## src/rtl/hand_image_stream_gen.sv

```systemverilog
// Synthetic hand-sign raster source: a palm rectangle plus one finger rectangle above it,
// streamed row-major as a 1-bit object_image with de_t, with line/frame blanking and pause.
module hand_image_stream_gen #(
  parameter int unsigned IMG_WIDTH  = 120,
  parameter int unsigned IMG_HEIGHT = 160,
  parameter int unsigned HBLANK     = 4,
  parameter int unsigned VBLANK     = 8,
  parameter int unsigned CW         = 10
) (
  input  logic          clk,
  input  logic          rst,
  input  logic          start,
  input  logic          cont,
  input  logic          pause,
  input  logic [CW-1:0] palm_r0,
  input  logic [CW-1:0] palm_c0,
  input  logic [CW-1:0] palm_w,
  input  logic [CW-1:0] palm_h,
  input  logic [CW-1:0] fing_c0,
  input  logic [CW-1:0] fing_w,
  input  logic [CW-1:0] fing_h,
  output logic          de_t,
  output logic          object_image,
  output logic [CW-1:0] row,
  output logic [CW-1:0] col,
  output logic          sof,
  output logic          frame_done,
  output logic          busy
);

  localparam int unsigned BMAX = (HBLANK > VBLANK) ? HBLANK : VBLANK;
  localparam int unsigned BW   = $clog2(BMAX + 2);
  localparam logic [CW-1:0] LAST_COL = CW'(IMG_WIDTH - 1);
  localparam logic [CW-1:0] LAST_ROW = CW'(IMG_HEIGHT - 1);

  typedef enum logic [2:0] {IDLE, ACTIVE, HBL, VBL, DONE} state_t;

  typedef struct packed {
    logic [CW-1:0] palm_r0;
    logic [CW-1:0] palm_c0;
    logic [CW-1:0] palm_w;
    logic [CW-1:0] palm_h;
    logic [CW-1:0] fing_c0;
    logic [CW-1:0] fing_w;
    logic [CW-1:0] fing_h;
  } geom_t;

  state_t        state;
  logic [BW-1:0] bcnt;
  geom_t         shadow;
  geom_t         geom_in_c;
  geom_t         geom_c;
  logic          emit_c;
  logic          emit_pix_c;
  logic [CW-1:0] emit_row_c;
  logic [CW-1:0] emit_col_c;

  assign geom_in_c = {palm_r0, palm_c0, palm_w, palm_h, fing_c0, fing_w, fing_h};

  // Hand membership test, widened by one bit so region ends and the finger top never wrap.
  function automatic logic in_hand(input logic [CW-1:0] r, input logic [CW-1:0] c,
                                   input geom_t g);
    logic [CW:0] re, ce, p_r0, p_rend, p_c0, p_cend, f_c0, f_cend, f_h;
    logic        palm, fing;
    re     = (CW+1)'(r);
    ce     = (CW+1)'(c);
    p_r0   = (CW+1)'(g.palm_r0);
    p_rend = (CW+1)'(g.palm_r0) + (CW+1)'(g.palm_h);
    p_c0   = (CW+1)'(g.palm_c0);
    p_cend = (CW+1)'(g.palm_c0) + (CW+1)'(g.palm_w);
    f_c0   = (CW+1)'(g.fing_c0);
    f_cend = (CW+1)'(g.fing_c0) + (CW+1)'(g.fing_w);
    f_h    = (CW+1)'(g.fing_h);
    palm   = (re >= p_r0) && (re < p_rend) && (ce >= p_c0) && (ce < p_cend);
    fing   = (re < p_r0) && ((re + f_h) >= p_r0) && (ce >= f_c0) && (ce < f_cend);
    return palm || fing;
  endfunction

  // Position and value of the pixel that the next clock edge would present.
  always_comb begin
    geom_c     = shadow;
    emit_c     = 1'b0;
    emit_row_c = '0;
    emit_col_c = '0;
    case (state)
      IDLE: begin
        geom_c = geom_in_c;
        emit_c = start;
      end
      ACTIVE: begin
        emit_c = !pause && ((col != LAST_COL) || (HBLANK == 0 && row != LAST_ROW));
        if (col == LAST_COL) begin
          emit_row_c = row + CW'(1);
        end else begin
          emit_row_c = row;
          emit_col_c = col + CW'(1);
        end
      end
      HBL: begin
        emit_c     = (bcnt == BW'(HBLANK)) && (row != LAST_ROW);
        emit_row_c = row + CW'(1);
      end
      DONE: begin
        geom_c = geom_in_c;
        emit_c = cont;
      end
      default: ;
    endcase
    emit_pix_c = in_hand(emit_row_c, emit_col_c, geom_c);
  end

  // Frame sequencer with registered pixel outputs.
  always_ff @(posedge clk) begin
    if (rst) begin
      state        <= IDLE;
      bcnt         <= '0;
      shadow       <= '0;
      de_t         <= 1'b0;
      object_image <= 1'b0;
      row          <= '0;
      col          <= '0;
      sof          <= 1'b0;
      frame_done   <= 1'b0;
      busy         <= 1'b0;
    end else begin
      de_t         <= 1'b0;
      object_image <= 1'b0;
      sof          <= 1'b0;
      frame_done   <= 1'b0;
      if (emit_c) begin
        de_t         <= 1'b1;
        object_image <= emit_pix_c;
        row          <= emit_row_c;
        col          <= emit_col_c;
        sof          <= (state == IDLE) || (state == DONE);
      end
      case (state)
        IDLE: begin
          if (start) begin
            shadow <= geom_in_c;
            busy   <= 1'b1;
            state  <= ACTIVE;
          end
        end
        ACTIVE: begin
          if (!pause && col == LAST_COL) begin
            if (HBLANK != 0) begin
              state <= HBL;
              bcnt  <= BW'(1);
            end else if (row == LAST_ROW) begin
              if (VBLANK != 0) begin
                state <= VBL;
                bcnt  <= BW'(1);
              end else begin
                state      <= DONE;
                frame_done <= 1'b1;
              end
            end
          end
        end
        HBL: begin
          if (bcnt != BW'(HBLANK)) begin
            bcnt <= bcnt + BW'(1);
          end else if (row != LAST_ROW) begin
            state <= ACTIVE;
          end else if (VBLANK != 0) begin
            state <= VBL;
            bcnt  <= BW'(1);
          end else begin
            state      <= DONE;
            frame_done <= 1'b1;
          end
        end
        VBL: begin
          if (bcnt != BW'(VBLANK)) begin
            bcnt <= bcnt + BW'(1);
          end else begin
            state      <= DONE;
            frame_done <= 1'b1;
          end
        end
        DONE: begin
          if (cont) begin
            shadow <= geom_in_c;
            state  <= ACTIVE;
          end else begin
            busy  <= 1'b0;
            state <= IDLE;
          end
        end
        default: state <= IDLE;
      endcase
    end
  end

endmodule

```

## config.mk

```make
export PLATFORM = sky130hd
export DESIGN_NAME = hand_image_stream_gen
export DESIGN_NICKNAME = d
export VERILOG_FILES = /design/src/rtl/hand_image_stream_gen.sv
export SDC_FILE = /design/constraint.sdc
export NUM_CORES = 1
export LEC_CHECK = 0
export BUFFER_PORTS_ARGS = -buffer_cell sky130_fd_sc_hd__buf_2
export CORE_MARGIN = 2
export CORE_UTILIZATION = 47
export DETAILED_ROUTE_END_ITERATION = 6
export GPL_ROUTABILITY_DRIVEN = 0
export PLACE_DENSITY = 0.76
export SETUP_SLACK_MARGIN = 0.2
export SLEW_MARGIN = 25
export SYNTH_ARGS = -nofsm -noshare
export SYNTH_HDL_FRONTEND = slang
export SYNTH_SLANG_ARGS = --single-unit
```

## constraint.sdc

```tcl
create_clock -name clk -period 10.3 [get_ports clk]
set_input_delay 2.06 -clock clk [delete_from_list [all_inputs] [get_ports clk]]
set_output_delay 2.06 -clock clk [all_outputs]
set_load 0.005 [all_outputs]
```

==> impl_results.md <==
* Status: completed
* Chip width at 135 um
* DRC viols at 0
* Via density at 5.64
* DR vias at 7,383
* Clock Path Buffers at 2
* Switching power total at 353 uW
* CP endpoint kind: flip-flop
* CTS hold repair buffers at 0
* First-pass GRT wire length at 33.8 mm
* Wire length per cell at 15.7 um
* Die height at 135 um
* Tcrit/Tclk final at 0.540
* Startpoint Class: flip-flop
* Synth warn at 0
* Syn Inst Count at 1,010
* Most frequent cells in the layout: 191 x nand2_1, 119 x a21oi_1, 111 x ha_1
* Post-Syn Area at 0.00807 mm2
* Core Area at 0.0167 mm2
* Final hold vios at 0
* Worst hold path class: reg2reg
* Reg clk slew, reported paths at 0.07 ns
* Synth top area share at 0.253
* Post-synthesis async set-or-reset flop share at 0
* Post-route ant nets at 0
* Starting DRT DRC Count at 480
* Largest family of logic cells by synthesized area: simple AND/OR/NAND/NOR gates
* Rows at 47
* Fraction of layout cells with a size suffix above 1 at 0.164
* Max-slew violations at 0
* Sw frac at 0.327
* Worst Path Max Fanout at 10
* Root Driver: clkbuf_16
* Seq/Total Area, Yosys at 0.253
* #FFs+latches synth at 102
* Clock power share at 0.302
* Total of max-cap violations at 0
* HPWL after detailed placement at 15.4 mm
* Final setup viols at 0
* Power per cell area at 120 mW/mm2
* Area growth syn-to-layout at 11.7%
* Number of synthesized flops with an enable pin at 0
* Ant diodes at 0
* Synth area leaders: dfxtp_1 25%, ha_1 17%, nand2_1 8.9%
* Most frequent CP cell: ha_1
* Syn_nets at 1,200
* XOR/XNOR Fraction of Synth Area at 0.0402
* Placed Instances at 1,294
* Fin Setup TNS at 0 ns
* Clock Latency Late Sink at 0.36 ns
* Leak Pwr at 4.23 nW
* Post-CTS setup buffers at 0
* Starting Density at 0.483
* Slew @ Worst Pin at 0.885 ns
* RSZ-0062 raised after global routing: no
* Initial antenna violation count at 0
* Max rail drop VDD at 95.1 uV
* Tmin final at 5.56 ns
* Crit path cell chain: ha_1 > nand3_4 > or4_1 > a21oi_2 > nand2_1 > o21ai_0 > ha_1 > a21oi_1 > o21bai_1 > a2111o_1 > a31o_2 > a21oi_1 > xnor2_1 > ha_1 > a211oi_1 > nand2_1 > a221o_1 > a31oi_1 > o41ai_1
* Most used DFF post-synth: dfxtp_1
* Fin cells at 1,310
* Num CTS Buffers at 9
* CP max stage delay at 0.60 ns
* Grt ovf at 0
* Most common cell after layout, fill and taps aside: nand2_1
* # IOs at 100
* Post-synthesis simple-gate area fraction at 0.200
* CP required at 10.54 ns
* Layout net count at 1,275
* Vias in the first global route at 6,926
* I/O Buffers at 99
* WP data arrival at 5.80 ns
* Clock skew at 0.0130 ns
* Post-CTS sizing at 0
* Fillers at 1,620
* Total routed wirelength at 20.5 mm
* WS Path Type: reg2reg
* Unique masters post-synth at 65
* Largest net degree at the start of global routing at 72
* Mux cell area share after synthesis at 0.0961
* CP max-delay cell: or4_1
* Die area at 0.0182 mm2
* Htree depth at 3
* Fmax at 180 MHz
* Synth Area in Compound Gates at 0.185
* Flop pwr share at 0.394
* Slew Limit Headroom at 0.404
* GR Util All Layers at 0.230
* TritonCTS clock tree: built
* Int Pwr at 727 uW
* Clock Sinks at 102
* Cell taking the most area after synthesis: dfxtp_1
* DRT Pass-1 Iters at 6
* Post-Synth Adder-Cell Area at 0.182
* Comb power frac at 0.304
* Avg Inst Size Synth at 7.99 um2
==> registers in the layout, summed over array words and instances, names as in the netlist <==
name / cells
row: 10
col: 10
sof: 1
frame_done: 1
object_image: 1
de_t: 1
busy: 1
shadow: 70
state: 3
bcnt: 4
==> per-stage QoR <==
step	setup slack (ns)	utilization	instance area [um2]	power (mW)	hold slack, ns
finish	4.74	0.540	9020	1.08	0.453
global route	4.41	0.540	9020	1.15	0.467
CTS	4.85	0.540	9020	1.09	0.454
detailed placement	4.68	0.524	8750	0.760	0.444
global placement	4.81	0.524	8750	0.752	0.439
floorplan	5.17	-	8070	0.673	0.434
==> worst paths after layout <==
check | start | endpoint | slack [ns] | cells past startpoint
setup / recovery | col[0] | object_image | 4.74 | 19
hold / removal | shadow[5] | shadow[5] | 0.45 | 2
setup reg to reg | col[0] | object_image | 4.74 | 19
hold reg to reg | shadow[5] | shadow[5] | 0.45 | 2
==> synth_stat cells (all sizes together), types with 4 or more instances <==
cell,instances
nor2,51
or3,7
a21oi,120
a211oi,7
nor2b,5
dfxtp,102
a21o,22
a2111oi,4
nor4,4
buf,5
o21ai,37
nand2b,9
o21a,8
inv,51
nor3,12
a31oi,10
xnor2,16
nand3,18
fa,4
o211ai,6
nand2,192
mux2i,28
mux2,44
or2,6
xor2,21
ha,111
nand4,5
clkbuf,36
and2,6
o21bai,4
and3,5
==> cell type report <==
type	count	area, um2	share of cell area
Inverter	51	191	0.0212
Clock buffer	13	250	0.0278
Sequential cell	102	2040	0.226
Multi-Input combinational cell	816	5700	0.632
Timing Repair Buffer	105	543	0.0602
Tap cell	220	275	0.0305
Clock inverter	3	20.0	0.00222
==> critical path: cells and delay by family, from the launching register on <==
kind                     cells  cell delay, ns
adder cells (fa/ha/maj)      3            0.95
XOR/XNOR                     1            0.14
flip-flops                   1            0.44
AND/OR/NAND/NOR              4            0.97
AO/OA/AOI/OAI               11            2.95
==> routing by layer <==
layer | up-vias | part of all wire | global-route usage
li1 | 3738 | - | -
met1 | 3434 | 0.49 | 0.329
met2 | 196 | 0.44 | 0.362
met3 | 15 | 0.055 | 0.0375
met4 | 0 | 0.0098 | 0.0573
met5 | - | 0 | 0
==> power by group through the flow <==
stage / logic (mW) / registers, mW / clock network, mW
floorplan: 0.242 / 0.432 / 0
global placement: 0.318 / 0.434 / 0
detailed placement: 0.325 / 0.435 / 0
CTS: 0.329 / 0.425 / 0.333
global route: 0.373 / 0.428 / 0.348
finish: 0.329 / 0.426 / 0.326
==> logic make-up after synthesis <==
group,count (synthesis)
buffers and inverters,92
AND/OR/NAND/NOR,346
AO/OA/AOI/OAI,246
multiplexers,72
flip-flops,102
adder cells (fa/ha/maj),115
XOR/XNOR,37
Power figures use the tool's default switching activity.
